File: src/rtl/keycode_pkg.sv
// -----------------------------------------------------------------------------
// keycode_pkg
// Shared constants and types for the PS/2 keycode tracker:
//   - bit positions of the six player actions in the held-key mask
//   - scancode byte values (prefixes, mapped keys, error bytes)
//   - decoder FSM state encoding
// -----------------------------------------------------------------------------
package keycode_pkg;

    // Held-key mask bit positions. Bits 7 and 3 are never driven.
    localparam logic [2:0] BIT_FB_JUMP  = 3'd6;
    localparam logic [2:0] BIT_FB_LEFT  = 3'd5;
    localparam logic [2:0] BIT_FB_RIGHT = 3'd4;
    localparam logic [2:0] BIT_IG_JUMP  = 3'd2;
    localparam logic [2:0] BIT_IG_LEFT  = 3'd1;
    localparam logic [2:0] BIT_IG_RIGHT = 3'd0;

    // Prefix bytes.
    localparam logic [7:0] SC_EXT   = 8'hE0;
    localparam logic [7:0] SC_BRK   = 8'hF0;
    localparam logic [7:0] SC_PAUSE = 8'hE1;

    // Fireboy keys (extended arrows).
    localparam logic [7:0] SC_UP    = 8'h75;
    localparam logic [7:0] SC_LEFT  = 8'h6B;
    localparam logic [7:0] SC_RIGHT = 8'h74;

    // Icegirl keys (plain W/A/D).
    localparam logic [7:0] SC_W     = 8'h1D;
    localparam logic [7:0] SC_A     = 8'h1C;
    localparam logic [7:0] SC_D     = 8'h23;

    // Keyboard error / overrun bytes.
    localparam logic [7:0] SC_ERR_LO = 8'h00;
    localparam logic [7:0] SC_ERR_HI = 8'hFF;

    // Bytes following E1 in the Pause sequence (14 77 E1 F0 14 F0 77).
    localparam logic [2:0] SKIP_LEN = 3'd7;

    typedef enum logic [2:0] {
        IDLE,
        EXT,
        BRK,
        EXT_BRK,
        SKIP
    } state_t;

endpackage

File: src/rtl/keycode_tracker_scancode_lookup.sv
// -----------------------------------------------------------------------------
// scancode_lookup
// Combinational map from a terminal scancode byte (plus its E0 status) to
// the held-key mask bit it controls.
//   code    : in  8  terminal scancode byte
//   ext     : in  1  byte was preceded by E0
//   hit     : out 1  byte/ext pair is one of the six mapped keys
//   bit_idx : out 3  mask bit position for the key (0 when no hit)
// -----------------------------------------------------------------------------
module scancode_lookup
    import keycode_pkg::*;
(
    input  logic [7:0] code,
    input  logic       ext,
    output logic       hit,
    output logic [2:0] bit_idx
);

    // NOTE: every output gets a default before the case so no path leaves it
    // unassigned; otherwise synthesis infers a latch.
    always_comb begin
        hit     = 1'b0;
        bit_idx = 3'd0;
        if (ext) begin
            case (code)
                SC_UP:    begin hit = 1'b1; bit_idx = BIT_FB_JUMP;  end
                SC_LEFT:  begin hit = 1'b1; bit_idx = BIT_FB_LEFT;  end
                SC_RIGHT: begin hit = 1'b1; bit_idx = BIT_FB_RIGHT; end
                default:  ;
            endcase
        end else begin
            case (code)
                SC_W:     begin hit = 1'b1; bit_idx = BIT_IG_JUMP;  end
                SC_A:     begin hit = 1'b1; bit_idx = BIT_IG_LEFT;  end
                SC_D:     begin hit = 1'b1; bit_idx = BIT_IG_RIGHT; end
                default:  ;
            endcase
        end
    end

endmodule

File: src/rtl/keycode_tracker.sv
// -----------------------------------------------------------------------------
// keycode_tracker
// Decodes the PS/2 scancode byte stream (make, F0 break, E0 extended, E1
// Pause) into an 8-bit held-key mask for the two players.
//   Clk        : in  1  system clock
//   Reset      : in  1  synchronous active-high reset
//   scan_valid : in  1  one-cycle strobe, scan_data valid
//   scan_data  : in  8  received scancode byte
//   keycode    : out 8  registered held-key mask
//   key_event  : out 1  one-cycle pulse when keycode changes
// Parameter TIMEOUT_CYCLES: idle cycles in a prefix state before the
// partial sequence is abandoned.
// -----------------------------------------------------------------------------
module keycode_tracker
    import keycode_pkg::*;
#(
    parameter int TIMEOUT_CYCLES = 1_000_000
) (
    input  logic       Clk,
    input  logic       Reset,
    input  logic       scan_valid,
    input  logic [7:0] scan_data,
    output logic [7:0] keycode,
    output logic       key_event
);

    localparam int               CNT_W   = $clog2(TIMEOUT_CYCLES + 1);
    localparam logic [CNT_W-1:0] TMO_MAX = CNT_W'(TIMEOUT_CYCLES);

    state_t           state, state_next;
    logic [CNT_W-1:0] tmo_cnt, tmo_cnt_next;
    logic [2:0]       skip_cnt, skip_cnt_next;
    logic [7:0]       mask_next;

    logic       is_err;
    logic       is_ext;
    logic       is_break;
    logic       terminal;
    logic       hit;
    logic [2:0] bit_idx;

    // Error bytes abort any sequence except Pause, whose payload is opaque.
    assign is_err   = scan_valid && (state != SKIP) &&
                      ((scan_data == SC_ERR_LO) || (scan_data == SC_ERR_HI));
    assign is_ext   = (state == EXT) || (state == EXT_BRK);
    assign is_break = (state == BRK) || (state == EXT_BRK);

    scancode_lookup u_lookup (
        .code    (scan_data),
        .ext     (is_ext),
        .hit     (hit),
        .bit_idx (bit_idx)
    );

    // State, counters and mask register.
    // NOTE: sequential state uses non-blocking assignments so every register
    // samples the pre-edge values regardless of statement order.
    always_ff @(posedge Clk) begin
        if (Reset) begin
            state     <= IDLE;
            tmo_cnt   <= '0;
            skip_cnt  <= '0;
            keycode   <= 8'h00;
            key_event <= 1'b0;
        end else begin
            state     <= state_next;
            tmo_cnt   <= tmo_cnt_next;
            skip_cnt  <= skip_cnt_next;
            keycode   <= mask_next;
            key_event <= (mask_next != keycode);
        end
    end

    // Next-state logic, skip counter and timeout counter.
    always_comb begin
        state_next    = state;
        skip_cnt_next = skip_cnt;

        if (is_err) begin
            state_next = IDLE;
        end else if (scan_valid) begin
            case (state)
                IDLE: begin
                    case (scan_data)
                        SC_EXT:   state_next = EXT;
                        SC_BRK:   state_next = BRK;
                        SC_PAUSE: begin
                            state_next    = SKIP;
                            skip_cnt_next = SKIP_LEN;
                        end
                        default:  state_next = IDLE;
                    endcase
                end
                EXT:     state_next = (scan_data == SC_BRK) ? EXT_BRK : IDLE;
                BRK:     state_next = IDLE;
                EXT_BRK: state_next = IDLE;
                SKIP: begin
                    skip_cnt_next = skip_cnt - 3'd1;
                    if (skip_cnt_next == 3'd0) state_next = IDLE;
                end
                default: state_next = IDLE;
            endcase
        end else if ((state != IDLE) && (tmo_cnt == TMO_MAX)) begin
            // A byte in the same cycle takes the branch above instead.
            state_next = IDLE;
        end

        // Held at 0 in IDLE, cleared by any byte, saturates at TMO_MAX.
        if (scan_valid || (state == IDLE)) begin
            tmo_cnt_next = '0;
        end else if (tmo_cnt != TMO_MAX) begin
            tmo_cnt_next = tmo_cnt + CNT_W'(1);
        end else begin
            tmo_cnt_next = tmo_cnt;
        end
    end

    // A terminal byte is any byte that completes a make/break in the
    // current state, i.e. one that is not a further prefix.
    always_comb begin
        terminal = 1'b0;
        if (scan_valid && !is_err) begin
            case (state)
                IDLE:    terminal = (scan_data != SC_EXT) && (scan_data != SC_BRK) &&
                                    (scan_data != SC_PAUSE);
                EXT:     terminal = (scan_data != SC_BRK);
                BRK:     terminal = 1'b1;
                EXT_BRK: terminal = 1'b1;
                default: terminal = 1'b0;
            endcase
        end
    end

    // Mask update: set on make, clear on break, wipe on error byte.
    // Repeated makes rewrite the same bit, so keycode and key_event hold.
    always_comb begin
        mask_next = keycode;
        if (is_err) begin
            mask_next = 8'h00;
        end else if (terminal && hit) begin
            mask_next[bit_idx] = !is_break;
        end
    end

endmodule

File: config.mk
export PLATFORM = sky130hd
export DESIGN_NAME = keycode_tracker
export DESIGN_NICKNAME = d
export VERILOG_FILES = /design/src/rtl/keycode_pkg.sv /design/src/rtl/keycode_tracker_scancode_lookup.sv /design/src/rtl/keycode_tracker.sv
export SDC_FILE = /design/constraint.sdc
export NUM_CORES = 1
export LEC_CHECK = 0
export ABC_CLOCK_PERIOD_IN_PS = 6200
export BUFFER_PORTS_ARGS = -buffer_cell sky130_fd_sc_hd__buf_2
export CORE_MARGIN = 3
export CORE_UTILIZATION = 55
export CTS_CLUSTER_DIAMETER = 30
export DETAILED_ROUTE_END_ITERATION = 6
export PLACE_DENSITY = 0.77
export SKIP_LAST_GASP = 1
export SLEW_MARGIN = 25
export SYNTH_ARGS = -nofsm -noshare
export SYNTH_HDL_FRONTEND = slang
export SYNTH_SLANG_ARGS = --single-unit
export TNS_END_PERCENT = 30
File: constraint.sdc
create_clock -name Clk -period 6.2 [get_ports Clk]
set_clock_uncertainty 0.15 [all_clocks]
set_input_delay 0 -clock Clk [delete_from_list [all_inputs] [get_ports Clk]]
set_output_delay 0 -clock Clk [all_outputs]
set_load 0.1 [all_outputs]
Word-level counts from Yosys, hierarchy flattened
Index checks and enable logic that the tools add are counted.

Word-level logic and storage cells: 81. Output and inout bits: 9. Input port bits: 11. Bits in registers: 35.

Eq/ne operators: 23. Multiplexer cells: 21. Bitwise logic cells: 1. $add $sub $neg: 2. Magnitude comparators: 2. Reduce and logical (&&, ||, !) cells: 27.

Operators with widths (count): equality test 8 bit, second input constant (4); one-hot mux 3 bit (3 select lines) (3); equality test 8 x 7 -> 1 bit, second input constant (3); inequality test 8 bit, second input constant (3); adder 20 x 1 -> 20 bit, second input constant (1); equality test 20 bit, second input constant (1); inequality test 20 bit, second input constant (1); equality test 8 x 5 -> 1 bit, second input constant (2); two-way mux 8 bit (2); two-way mux 3 bit (5); bitwise mux 8 bit (1); equality test 8 x 6 -> 1 bit, second input constant (1); logical AND 1 bit (8); logical NOT 8 bit (1); inequality test 8 bit (1); equality test 3 x 2 -> 1 bit, second input constant (2); logical NOT 3 bit (2); inequality test 3 bit, second input constant (2); one-hot mux 3 bit (2 select lines) (1); OR reduction 2 bit (3); OR reduction 3 bit (2); two-way mux 1 bit (5); logical OR 1 bit (4); < comparator 3 x 4 -> 1 bit, second input constant (1); 15 further kinds (17).

Longest topological paths before layout
Depth in word-level cells: 11. Mapped depth: 7. Depth with buffers taken out: 7.

Modules after synthesis
From an unflattened synthesis, not the netlist that was laid out.

Cell total of the unflattened synthesis: 248. Area, all modules: 2010.7 µm².

Modules (own cells, without submodules): keycode_tracker (instances 1, sequential area each 700.7 µm², cells an instance 231, area each 1886.8 µm²); scancode_lookup (instances 1, sequential area each 0.0 µm², cells an instance 17, area each 123.9 µm²).

Worst setup path before layout
No wires, ideal clock.

Path type: reg2reg. Start point: reg keycode[0]. End point: reg key_event. Setup slack: 4020 ps. Clock period less this slack: 2180 ps. Buffers on the path: 0. Setup time: 73 ps. Data arrival time: 1957 ps. Required time: 5977 ps. Stages on the path, launching flop included: 6. Cell sequence: dfxtp_1 > nor4b_1 > nand4_1 > a2111oi_0 > o211ai_1 > o211ai_2.

Longest elaborated chain between the ends: 4.

Ends and longest elaborated chain: from (decl) (line keycode_tracker.sv:23) `output logic [7:0] keycode,`; from (signal assigned) (line keycode_tracker.sv:69) `keycode <= mask_next;`; bitwise mux 8 bit (line keycode_tracker.sv:141) `mask_next[bit_idx] = !is_break;`; two-way mux 8 bit (line keycode_tracker.sv:140) `end else if (terminal && hit) begin`; two-way mux 8 bit (line keycode_tracker.sv:138) `if (is_err) begin`; inequality test 8 bit * (line keycode_tracker.sv:70) `key_event <= (mask_next != keycode);`; to (signal assigned) (line keycode_tracker.sv:70); to (decl) (line keycode_tracker.sv:24) `output logic key_event`.

Every way passes the cells marked *; elsewhere a longest branch is shown, timed or not. A chain may end at the register's enable or synchronous reset.

Final worst setup path
Start point: reg state[2]. End point: reg state[1].

Longest elaborated chain between the ends: 4. Elaborated cells on any way between the ends: 14. Classes of those cells: eq/ne: 4; mux: 2; reduce/logical: 8.

Ends and longest elaborated chain: from (decl) (line keycode_tracker.sv:30) `state_t state, state_next;`; from (signal assigned) (line keycode_tracker.sv:66) `state <= state_next;`; branches (longest 4 deep; another with equality test 3 bit).

Several ways; the timed one is not identified.

==> flow_summary_export.csv <==
group,metric,value,unit
timing,grt_setup_unrepaired,"false",
power,p_per_area,166.6,nW/µm²
synth,synth_nets,251,
worst_setup_path,critPathTopFamily,"simple AND/OR/NAND/NOR gates",
place,dp_slack,4114,ps
global_routing,gr-total-overflow,0,
worst_setup_path,worstPathMaxFanout,13,
cts,postCtsSetupBuffers,0,
timing,setup_viol,0,
worst_setup_path,cp_num_buf_inv,1,
job,drv_cap,0,
synth,synth_top_cell_area_share,0.3587,
worst_setup_path,reg2reg_depth,6,
place,dp_cells,298,
timing,finalWorstSetupSlack,3779,ps
place,place.gp.congestion,0.9415,
route,wire_per_inst,15.06,µm
power,power,0.3729,mW
route,drcViolationCount,0,
worst_setup_path,startpoint,"state[2]$_SDFFE_PP0P_",
floorplan,initial_core_util,0.5762,
timing,fin_crit_sh,0.3905,
synth,synthesis.area,1953,µm²
cts,clock_sinks,35,
worst_setup_path,start_kind,"flop",
timing,max_freq,0.4130,GHz
global_routing,grt_pass1_vias,1758,
min_path,hp-class,"in -> reg",
global_routing,track_usage,0.2442,
route,drtIter0Drc,146,
timing,fin_tns_setup,0,ps
timing,min_period,2421,ps
synth,netlist_top_cells_area,"dfxtp_1 36%, nor2_1 5.0%, xnor2_1 4.0%",
worst_setup_path,worstSetupEndpoint,"state[1]$_SDFFE_PP0P_",
power,leakage,0.7748,nW
worst_setup_path,cp.arrival,2560,ps
floorplan,ios,20,
finish,syn2layout_area_growth,14.61,%
floorplan,die_y,65.59,µm
timing,maxSlewHeadroom,0.6188,
place,dp_hpwl,3199,µm
cts,cts_root_buf,"clkbuf_4",
route,totalWireLength,4743,µm
finish,layout-drive-gt1-share,0.1338,
floorplan,die_area,4302,µm²
finish,fin_util,0.6604,
synth,seq_area_frac_synth,0.3587,
route,drt-pass1-iter-count,5,
synth,synth-edff-count,0,
power,peakVddDrop,137.4,µV
worst_setup_path,crit_type,"reg -> reg",
cts,path_clk_slew,100,ps
finish,layoutNonFillerInstCount,315,
timing,maxSlewViolCount,0,
synth,synth-seq-cells,35,
synth,yosys_warnings,0,
floorplan,coreArea,3390,µm²
outcome,status,"completed",
cts,cts_buffer_depth,2,
worst_setup_path,r2r-end,"state[1]$_SDFFE_PP0P_",
worst_setup_path,cpMaxStageDelayCell,"dlygate4sd3_1",
route,viasPerCell,6.124,
route,detail-route-antenna-nets,0,
cts,post_cts_resized,0,
timing,hold_violations,0,
finish,layout_commonest_cell,"dfxtp_1",
global_routing,antenna_found_initial,0,
cts,cts_tree,"built",
worst_setup_path,critPathRequiredTime,6340,ps
global_routing,grt_pass1_wl,8190,µm
synth,synthArstFlopShare,0,
cts,clk_latency,350,ps
floorplan,rows,21,
worst_setup_path,rr_startpoint,"state[2]$_SDFFE_PP0P_",
finish,antenna_cells,0,
route,via_count,1929,
worst_setup_path,crit_chain,"nor4bb_1 -> nand2_1 -> nor4_1 -> dlygate4sd3_1 -> a21oi_1 -> nor2_1",
worst_setup_path,reg2reg_slack,3780,ps
cts,h-tree-depth,2,
finish,final_cell_mix,"35 x dfxtp_1, 26 x nor2_1, 19 x buf_2",
place,numPortBuffers,19,
global_routing,grt_max_degree,21,
worst_setup_path,path_depth,6,
synth,synth.distinct_cells,54,
cts,holdBufCountCts,9,
synth,syn_area_per_cell,8.276,µm²
finish,fin_nets,283,
worst_setup_path,slowest_delay,610,ps
floorplan,die_w,65.59,µm
cts,cts_made_buffers,5,
synth,yosys.area.top_type,"dfxtp_1",
timing,tightest_slew,557.4,ps
synth,synthFlopType,"dfxtp_1",
synth,syn_inst,236,
worst_setup_path,end_kind,"flop",
-- flip-flops by register name (all words and copies together) (netlist names) --
register,cells
tmo_cnt,20
keycode,8
skip_cnt,3
state,3
key_event,1
-- cells by family after synthesis --
logic type / share of synthesized area
AO/OA/AOI/OAI: 0.1499
adder cells (fa/ha/maj): 0.02563
buffers and inverters: 0.03459
multiplexers: 0.005125
flip-flops: 0.3587
AND/OR/NAND/NOR: 0.3587
XOR/XNOR: 0.06727
-- tightest hold or removal path, stage by stage --
cell and delay [ps]:
buf_2 130, nand4_1 120, nor4b_1 90, nor2_1 90, a211oi_1 60
-- cells in the mapped netlist, types with 4 or more instances --
master / n
inv_1: 12
a21oi_1: 14
dfxtp_1: 35
nand2b_1: 5
nand3_1: 10
or3_1: 5
nor4_1: 5
and4_1: 4
nand2_1: 16
nand4_1: 12
ha_1: 4
xor2_1: 6
nor2_1: 26
nor3_1: 12
xnor2_1: 9
and3_1: 5
o21ai_0: 7
-- final cells by class --
cell class	instances	area, µm²
Clock buffer	7	45.04
Clock inverter	1	5.005
Fill cell	279	1151
Inverter	12	45.04
Multi-Input combinational cell	185	1192
Sequential cell	35	700.7
Tap cell	46	57.56
Timing Repair Buffer	29	192.7
-- how the worst min path moves through the flow --
stage | from | to | slack (ps) | depth (start not counted)
floorplan | Reset | skip_cnt[1]$_SDFFE_PP0P_ | -80 | 1
global placement | Reset | skip_cnt[1]$_SDFFE_PP0P_ | 80 | 2
detailed placement | Reset | skip_cnt[1]$_SDFFE_PP0P_ | 80 | 2
CTS | scan_data[7] | state[2]$_SDFFE_PP0P_ | 1 | 5
global route | scan_data[0] | keycode[1]$_SDFF_PP0_ | 70 | 4
finish | scan_data[5] | keycode[5]$_SDFF_PP0_ | 30 | 5
-- metal layers --
| layer | part of all wire | track usage |
|---|---|---|
| met4 | 0.018 | 0.08290 |
| met3 | 0.080 | 0.07521 |
| met1 | 0.49 | 0.3535 |
| met2 | 0.41 | 0.3401 |
| met5 | 0 | 0 |
-- where the power goes --
part,internal [mW],switching (mW)
clock network,0.0442,0.0789
registers,0.225,0.000226
logic,0.00905,0.0157
total,0.278,0.0948
-- through the flow --
stage               area (µm²)  hold WS [ps]
global route              2238         69.71
finish                    2238         31.29
global placement          2098         79.29
detailed placement        2098         81.23
CTS                       2238        0.9799
floorplan                 1953        -77.86
Power figures use the tool's default switching activity.
